===== config.mk =====
export PLATFORM = sky130hd
export DESIGN_NAME = ubit_decoder
export DESIGN_NICKNAME = d
export VERILOG_FILES = /design/src/rtl/ubit_decoder.sv
export SDC_FILE = /design/constraint.sdc
export NUM_CORES = 1
export LEC_CHECK = 0
export ABC_CLOCK_PERIOD_IN_PS = 1650
export CAP_MARGIN = 20
export CORE_MARGIN = 4
export CORE_UTILIZATION = 50
export DETAILED_ROUTE_END_ITERATION = 12
export HOLD_SLACK_MARGIN = 0.06
export PLACE_DENSITY = 0.86
export SYNTH_ARGS = -nofsm -noshare
export SYNTH_HDL_FRONTEND = slang
export SYNTH_SLANG_ARGS = --single-unit

===== constraint.sdc =====
create_clock -name iClk -period 1.65 [get_ports iClk]
set_input_delay 0.4125 -clock iClk [delete_from_list [all_inputs] [get_ports iClk]]
set_output_delay 0.4125 -clock iClk [all_outputs]
set_load 0.02 [all_outputs]

===== src/rtl/ubit_decoder.sv =====
`default_nettype none
// ============================================================================
//  Module   : ubit_decoder
//  Brief    : Unary bitstream decoder. Counts the 1s on a serial unary or
//             stochastic bitstream over a window of 2^BITWIDTH enabled
//             samples and returns the count through a valid/ready handshake.
//  Revision : 1.0  - initial release
// ============================================================================
module ubit_decoder #(
   parameter int BITWIDTH = 8
) (
   input  logic                iClk,
   input  logic                iRstN,
   input  logic                iClr,
   input  logic                iStart,
   input  logic                iEn,
   input  logic                iBit,
   input  logic                iReady,
   output logic                oBusy,
   output logic                oValid,
   output logic [BITWIDTH:0]   oData
);

   // Index of the last sample in a window. The sample counter reaches
   // 2^BITWIDTH on the edge that takes this sample.
   localparam logic [BITWIDTH:0] c_LAST_SAMPLE = {1'b0, {BITWIDTH{1'b1}}};
   localparam logic [BITWIDTH:0] c_ZERO        = '0;
   localparam logic [BITWIDTH:0] c_ONE         = {{BITWIDTH{1'b0}}, 1'b1};

   typedef enum logic [1:0] {
      S_IDLE  = 2'd0,
      S_ACCUM = 2'd1,
      S_HOLD  = 2'd2
   } state_t;

   state_t            r_state;
   state_t            w_state_nxt;

   logic [BITWIDTH:0] r_samp_cnt;
   logic [BITWIDTH:0] r_ones_cnt;
   logic [BITWIDTH:0] r_data;
   logic              r_valid;
   logic              r_busy;

   logic [BITWIDTH:0] w_samp_nxt;
   logic [BITWIDTH:0] w_ones_nxt;
   logic [BITWIDTH:0] w_data_nxt;
   logic              w_valid_nxt;
   logic              w_busy_nxt;

   // Ones count including the current sample; cannot exceed 2^BITWIDTH.
   logic [BITWIDTH:0] w_ones_inc;
   assign w_ones_inc = r_ones_cnt + {{BITWIDTH{1'b0}}, iBit};

   // State register and all registered outputs, async active-low reset.
   always_ff @(posedge iClk or negedge iRstN) begin
      if (!iRstN) begin
         r_state    <= S_IDLE;
         r_samp_cnt <= c_ZERO;
         r_ones_cnt <= c_ZERO;
         r_data     <= c_ZERO;
         r_valid    <= 1'b0;
         r_busy     <= 1'b0;
      end else begin
         r_state    <= w_state_nxt;
         r_samp_cnt <= w_samp_nxt;
         r_ones_cnt <= w_ones_nxt;
         r_data     <= w_data_nxt;
         r_valid    <= w_valid_nxt;
         r_busy     <= w_busy_nxt;
      end
   end

   // Next-state and next-output logic; a synchronous clear beats everything.
   always_comb begin
      w_state_nxt = r_state;
      w_samp_nxt  = r_samp_cnt;
      w_ones_nxt  = r_ones_cnt;
      w_data_nxt  = r_data;
      w_valid_nxt = r_valid;
      w_busy_nxt  = r_busy;

      if (iClr) begin
         w_state_nxt = S_IDLE;
         w_samp_nxt  = c_ZERO;
         w_ones_nxt  = c_ZERO;
         w_data_nxt  = c_ZERO;
         w_valid_nxt = 1'b0;
         w_busy_nxt  = 1'b0;
      end else begin
         case (r_state)
            S_IDLE: begin
               // No sample is taken in the start cycle itself.
               if (iStart) begin
                  w_state_nxt = S_ACCUM;
                  w_samp_nxt  = c_ZERO;
                  w_ones_nxt  = c_ZERO;
                  w_busy_nxt  = 1'b1;
               end
            end
            S_ACCUM: begin
               if (iEn) begin
                  w_samp_nxt = r_samp_cnt + c_ONE;
                  w_ones_nxt = w_ones_inc;
                  if (r_samp_cnt == c_LAST_SAMPLE) begin
                     w_data_nxt  = w_ones_inc;
                     w_valid_nxt = 1'b1;
                     w_busy_nxt  = 1'b0;
                     w_state_nxt = S_HOLD;
                  end
               end
            end
            S_HOLD: begin
               // A start without ready is dropped, not queued.
               if (iReady) begin
                  w_valid_nxt = 1'b0;
                  if (iStart) begin
                     w_state_nxt = S_ACCUM;
                     w_samp_nxt  = c_ZERO;
                     w_ones_nxt  = c_ZERO;
                     w_busy_nxt  = 1'b1;
                  end else begin
                     w_state_nxt = S_IDLE;
                  end
               end
            end
            default: begin
               w_state_nxt = S_IDLE;
               w_samp_nxt  = c_ZERO;
               w_ones_nxt  = c_ZERO;
               w_data_nxt  = c_ZERO;
               w_valid_nxt = 1'b0;
               w_busy_nxt  = 1'b0;
            end
         endcase
      end
   end

   assign oBusy  = r_busy;
   assign oValid = r_valid;
   assign oData  = r_data;

endmodule
`default_nettype wire


==> summary.md, run 1 <==
| Metric | Value |
|---|---|
| Number of flops mapped to enable cells by yosys | `0` |
| Die ar. | `0.00420 mm^2` |
| Post-DRT Antenna Nets | `0` |
| Buffers added on ports | `17` |
| Final count of negative-setup-slack endpoints | `0` |
| Share of power burned in registers | `48.2%` |
| DR WL/cell | `15.6 um` |
| Kind of critical path | `reg2reg` |
| CP max stage cell | `dfrtp_1` |
| Largest net degree at the start of global routing | `32` |
| GRT overflow | `0` |
| Syn_area_per_cell | `9.28 um^2` |
| Ys Warns | `0` |
| HPWL Detailed | `3.16 mm` |
| First-pass GRT wire length | `7.22 mm` |
| I/O pins | `18` |
| Final Hold Fails | `0` |
| Worst path max stage delay | `0.38 ns` |
| Sequential area share after synthesis | `48.1%` |
| Die Y | `64.8 um` |
| Crit-path cells | `and3_4 -> nand3_2 -> nor2_2 -> ha_2 -> a21o_1 -> a21oi_2 -> buf_12 -> o31ai_4` |
| Root buffer cell | `clkbuf_4` |
| Hold/Removal Path Class | `in2async` |
| Worst-path clk slew | `0.10 ns` |
| P_leak | `1.03 nW` |
| Relative slew slack | `73.3%` |
| Initial Utilization | `52.4%` |
| Vias per std cell | `5.77` |
| Global-route met3 utilization | `8.15%` |
| Library cells used by synthesis | `38` |
| Clock buffer depth | `2` |
| Fin Clk Skew | `0.0115 ns` |
| Die X | `64.8 um` |
| Synth Instances | `174` |
| Synthesized cell area | `0.00161 mm^2` |
| Antenna violations before repair | `0` |
| Final wirelength | `4.20 mm` |
| # rows | `20` |
| Switching Power | `0.397 mW` |
| 1st-iter DRT viols | `85` |
| Peak supply drop | `0.872 mV` |
| Mapped Nets | `185` |
| RR Startpoint | `r_samp_cnt[3]` |
| Power density cells | `722 mW/mm^2` |
| Most used routing layer | `met2` |
| Status | `complete, no violations` |
| Gpl congestion | `0.861` |
| Area of the core | `0.00308 mm^2` |
| Share of layout cells above drive strength 1 | `28.8%` |
| Number of global-route vias before repair | `1654` |
| Worst-Skew Late Latency | `0.34 ns` |
| DR vias | `1558` |
| Worst Path Max Fanout | `13` |
| Clock power frac | `39.1%` |
| Final min period | `1.65 ns` |
| Cts hold-fix bufs | `0` |
| CP Launch Point | `r_samp_cnt[3]` |
| RR Endpoint | `oData[2]` |
| Area delta synth->final | `39.1%` |
| Async SR Flop Fraction | `100%` |
| RSZ-0062 raised after global routing | `yes` |
| CTS tree | `yes` |
| Worst r2r path cells | `8` |
| Max Freq | `607 MHz` |
| Met2 usage | `42.4%` |
| Switch share | `24.5%` |
| Period utilization | `99.8%` |
| Startpoint types | `register` |
| CP endpoint kind | `register` |
| Cell Int Power | `1.22 mW` |
| Filler Cell Count | `219` |
| Fin nets | `236` |
| Worst endpoint required time | `1.91 ns` |
| Inserted Clock Buffers | `5` |
| Setup TNS | `0 ns` |
| Most frequent cells in the layout | `33 x buf_4, 29 x dfrtp_1, 20 x nand2_1, 20 x o21ai_0` |
| CTS Sinks | `31` |
| Tot GR Track Use | `22.5%` |
| Most common cell after layout, fill and taps aside | `buf_4` |
| Max Slew Vio Count | `0` |
| DRT Pass-1 Iters | `4` |
| H-tree depth | `2` |
| # diodes | `0` |
| Number of synthesized register bits | `31` |
| Worst slew pin tran | `0.400 ns` |
| # DRC | `0` |
| Number of max-cap violations | `0` |
| Reg-to-reg slack, setup | `0.003 ns` |
| GRT met1 Usage | `22.3%` |
| Power Total | `1.62 mW` |
| Comb pwr share | `12.8%` |
| Critical path arrival | `1.91 ns` |
| Main synth FF type | `dfrtp_1` |
## logic make-up (layout without fill, tap and decap cells)
group / count (synthesis) / after routing / synth area share (%)
compound gates: 55 / 55 / 21.1
xor+xnor: 7 / 7 / 3.80
fa+ha+maj: 4 / 4 / 3.10
buf+inv: 11 / 63 / 2.95
flops: 31 / 31 / 48.1
simple gates: 66 / 66 / 21.0
## through the flow
step / cell area, um^2 / std cells / util [%] / hold slack, ns / setup slack [ns]
after floorplan: 1630 / 174 / - / 0.117 / 0.0218
final: 2250 / 270 / 73.0 / 0.453 / 0.00255
after global placement: 2080 / 261 / 67.5 / 0.461 / -0.310
after detailed placement: 2080 / 261 / 67.5 / 0.468 / -0.376
after CTS: 2160 / 269 / 70.2 / 0.452 / 0.00230
after global routing: 2250 / 270 / 73.0 / 0.468 / -0.0553
## critical path, delay by kind of cell, from the launching register on
family / cells / cell delay [ns]
AOI/OAI and AO/OA: 3 / 0.42
adders and majority gates: 1 / 0.21
buffers and inverters: 1 / 0.15
DFF: 1 / 0.38
and+or+nand+nor: 3 / 0.42
## what timing repair did
item / CTS / global route
resized for setup: 14 / 22
buffers inserted: 0 / 1
pin swaps: 0 / 4
setup endpoints to repair: 14 / 18
## worst max path at each step
stage          slack, ns             to
3_3_place_gp       -0.31  r_samp_cnt[7]
6_report           0.003       oData[2]
3_5_place_dp       -0.38  r_samp_cnt[5]
5_1_grt            -0.06       oData[2]
2_1_floorplan       0.02  r_ones_cnt[4]
4_1_cts            0.002     r_state[0]
## flip-flops by register name, indices dropped and copies added, names as in the netlist
register,cells
r_ones_cnt,9
oBusy,1
r_state,2
oValid,1
r_samp_cnt,9
oData,9
## cell usage after synthesis, types with 5 or more instances
master,instances,area [um^2]
nand3_1,12,60.1
o21ai_0,24,120
buf_2,5,25.0
dfrtp_1,31,776
nand2_1,22,82.6
nor2_1,10,37.5
o31ai_1,7,52.6
a21oi_1,8,40.0
## routing by layer
layer	part of all wire, %	vias up
met5	0	-
met4	1.5	0
met3	4.4	11
met2	55	46
met1	40	763
li1	-	738
## area by class of cell
type,count,area [um^2],area share [%]
Clock inverter,2,35.0,1.56
Tap cell,44,55.1,2.45
Sequential cell,31,778,34.7
Clock buffer,6,51.3,2.28
Multi-Input combinational cell,132,880,39.2
Timing Repair Buffer,52,435,19.4
Inverter,3,11.3,0.501
## power groups by stage
stage	Sequential [mW]	Combinational, mW	Clock [mW]
finish	0.782	0.207	0.633
global route	0.783	0.226	0.691
CTS	0.780	0.187	0.649
detailed placement	0.795	0.188	0
global placement	0.794	0.173	0
floorplan	0.795	0.0827	0
Power figures use the tool's default switching activity.
==> inputs of run 2 (changes only) <==
GPL_TIMING_DRIVEN = 0   (was default)
==> run 2 against run 1 <==
  * The flow now finishes with violations (negative setup slack)
  * Final area rose by 0.67%
  * Routed wire length increased by 9.2%
  * Global-route usage up 0.34 points
  * Sequential share of layout area shrank 0.34 points
  * First-iteration DRC count rose by 9.4%
  * Largest power group unchanged
==> summary.md, run 2 (synthesis gave the netlist of run 1 again) <==
| Metric | Value |
|---|---|
| Die Y | `64.8 um (unchanged)` |
| Relative slew slack | `53.8% (-20 points)` |
| DR vias | `1590 (+2.1%)` |
| Worst path max stage delay | `0.42 ns (+0.04 ns)` |
| Antenna violations before repair | `0 (unchanged)` |
| Placed cell area | `0.00186 mm^2 (-10%)` |
| Largest net degree at the start of global routing | `22 (-31%)` |
| Fin Clk Skew | `0.0119 ns (+0.000408 ns)` |
| Area delta synth->final | `40.1%` |
| Post-route cell area | `0.00226 mm^2 (+0.67%)` |
| Kind of critical path | `reg2reg` |
| CP endpoint kind | `register` |
| Peak supply drop | `0.711 mV (-18%)` |
| Period utilization | `102% (+1.8 points)` |
| Initial Utilization | `52.4% (unchanged)` |
| # diodes | `0 (unchanged)` |
| CTS tree | `yes` |
| CP delay by family, top | `compound AO/OA/AOI/OAI gates` |
| # DRC | `0 (unchanged)` |
| Inserted Clock Buffers | `5 (unchanged)` |
| Fin nets | `230 (-2.5%)` |
| RSZ-0062 raised after global routing | `yes` |
| Switch share | `26.6% (+2.1 points)` |
| Placed insts | `234 (-10%)` |
| Hold/Removal Path Class | `in2async` |
| Final Hold Fails | `0 (unchanged)` |
| DR WL/cell | `17.4 um (+12%)` |
| Cell Int Power | `1.11 mW (-9.4%)` |
| Number of max-cap violations | `0 (unchanged)` |
| CTS Sinks | `31 (unchanged)` |
| Critical path arrival | `1.94 ns (+0.03 ns)` |
| Clock buffer depth | `2 (unchanged)` |
| Worst-Skew Late Latency | `0.34 ns (about the same)` |
| Worst Path Buf+Inv | `1 (unchanged)` |
| Worst slew pin tran | `0.694 ns (+0.294 ns)` |
| Share of layout cells above drive strength 1 | `30.0% (+1.2 points)` |
| Final wirelength | `4.59 mm (+9.2%)` |
| Non-filler cells in the finished layout | `264 (-2.2%)` |
| Failing checks | `negative setup slack` |
| Most frequent cells in the layout | `31 x dfrtp_1, 22 x buf_4, 17 x nand2_1` |
| Max Slew Vio Count | `0 (unchanged)` |
| Area of the core | `0.00308 mm^2 (unchanged)` |
| 1st-iter DRT viols | `93 (+9.4%)` |
| Root buffer cell | `clkbuf_4` |
| Gpl congestion | `0.831 (-3.4%)` |
| H-tree depth | `2 (unchanged)` |
| Post-DRT Antenna Nets | `0 (unchanged)` |
| Pre-CTS WS | `-0.663 ns (-0.287 ns)` |
| Clock power frac | `34.8% (-4.3 points)` |
| Max Freq | `596 MHz (-1.7%)` |
| Most common cell after layout, fill and taps aside | `dfrtp_1` |
| Startpoint types | `register` |
| Comb pwr share | `13.8% (+1.0 points)` |
| Switching Power | `0.402 mW (+1.2%)` |
| I/O pins | `18 (unchanged)` |
| Final WS setup | `-0.0266 ns (-0.0292 ns)` |
| Worst Path Max Fanout | `5 (-8)` |
| Die X | `64.8 um (unchanged)` |
| Crit-path cells | `ha_4 -> nand2_2 -> nor2_2 -> ha_2 -> a21o_1 -> a21oi_4 -> buf_6 -> nand2_1 -> o21ai_0` |
| CP max stage cell | `dfrtp_1` |
| First-pass GRT wire length | `7.27 mm (+0.76%)` |
| DRT Pass-1 Iters | `4 (unchanged)` |
| Share of power burned in registers | `51.5% (+3.3 points)` |
| GRT overflow | `0 (unchanged)` |
| Buffers added on ports | `15 (-2)` |
| Number of global-route vias before repair | `1532 (-7.4%)` |
| Final count of negative-setup-slack endpoints | `1 (+1)` |
| Power density cells | `668 mW/mm^2 (-7.4%)` |
| Status | `complete, but fails checks` |
| Die ar. | `0.00420 mm^2 (unchanged)` |
| Worst endpoint required time | `1.91 ns (about the same)` |
| Filler Cell Count | `219 (unchanged)` |
| # rows | `20 (unchanged)` |
| P_leak | `1.01 nW (-2.3%)` |
| Vias per std cell | `6.02 (+4.4%)` |
| Worst-path clk slew | `0.10 ns (about the same)` |
| Tot GR Track Use | `22.8% (+0.34 points)` |
| Final min period | `1.68 ns (+0.0292 ns)` |
| HPWL Detailed | `2.63 mm (-17%)` |
run 2: per-layer routing:
metal / part of all wire [%] / wire length (um) / vias to the layer above / track usage [%]
li1: - / - / 724 / -
met1: 37 / 1720 / 774 / 26.3
met2: 54 / 2490 / 76 / 38.7
met3: 5.6 / 258 / 16 / 7.11
met4: 2.8 / 127 / 0 / 10.0
met5: 0 / 0 / - / 0
run 2: path summary, 6_finish.rpt:
kind                                  to          start  slack [ns]  cells past startpoint
max in group asynchronous  r_samp_cnt[2]          iRstN        0.70                      2
hold reg to reg            r_samp_cnt[8]  r_samp_cnt[8]        0.50                      2
min in group iClk          r_samp_cnt[8]  r_samp_cnt[8]        0.50                      2
setup / recovery                oData[1]  r_samp_cnt[1]       -0.03                      9
setup reg to reg                oData[1]  r_samp_cnt[1]       -0.03                      9
hold / removal                  oData[5]          iRstN        0.43                      1
run 2: power groups by stage:
stage / logic [mW] / clock network (mW) / registers (mW)
2_1_floorplan: 0.0827 / 0 / 0.795
3_3_place_gp: 0.136 / 0 / 0.792
3_5_place_dp: 0.151 / 0 / 0.792
4_1_cts: 0.181 / 0.525 / 0.778
5_1_grt: 0.227 / 0.575 / 0.779
6_report: 0.208 / 0.525 / 0.778
run 2: repair_timing:
action | CTS | global route
hold buffers | 0 | 0
buffers inserted | 13 | 10
gates resized for setup | 37 | 23
pin swaps | 11 | 12
endpoints found under the setup margin | 39 | 21
endpoints found under the hold margin | 0 | 0
cloned | 1 | 0
run 2: metrics by stage:
stage	setup TNS (ns)	total power, mW	utilization, %	hold WS (ns)
after floorplan	0	0.878	-	0.117
after global placement	-18.59	0.927	59.5	0.463
after detailed placement	-10.78	0.943	60.4	0.478
after CTS	-0.0794	1.49	68.4	0.449
after global routing	-0.683	1.58	73.5	0.452
final	-0.0266	1.51	73.5	0.427
run 2: cell type report:
class                   instances  area, um^2  area share [%]
clock buffers                   8        68.8            3.04
flip-flops and latches         31         776            34.3
repair buffers                 40         367            16.2
well taps                      44        55.1            2.43
inverters                       3        11.3           0.498
plain buffers                   6        42.5            1.88
multi-input cells             132         941            41.6
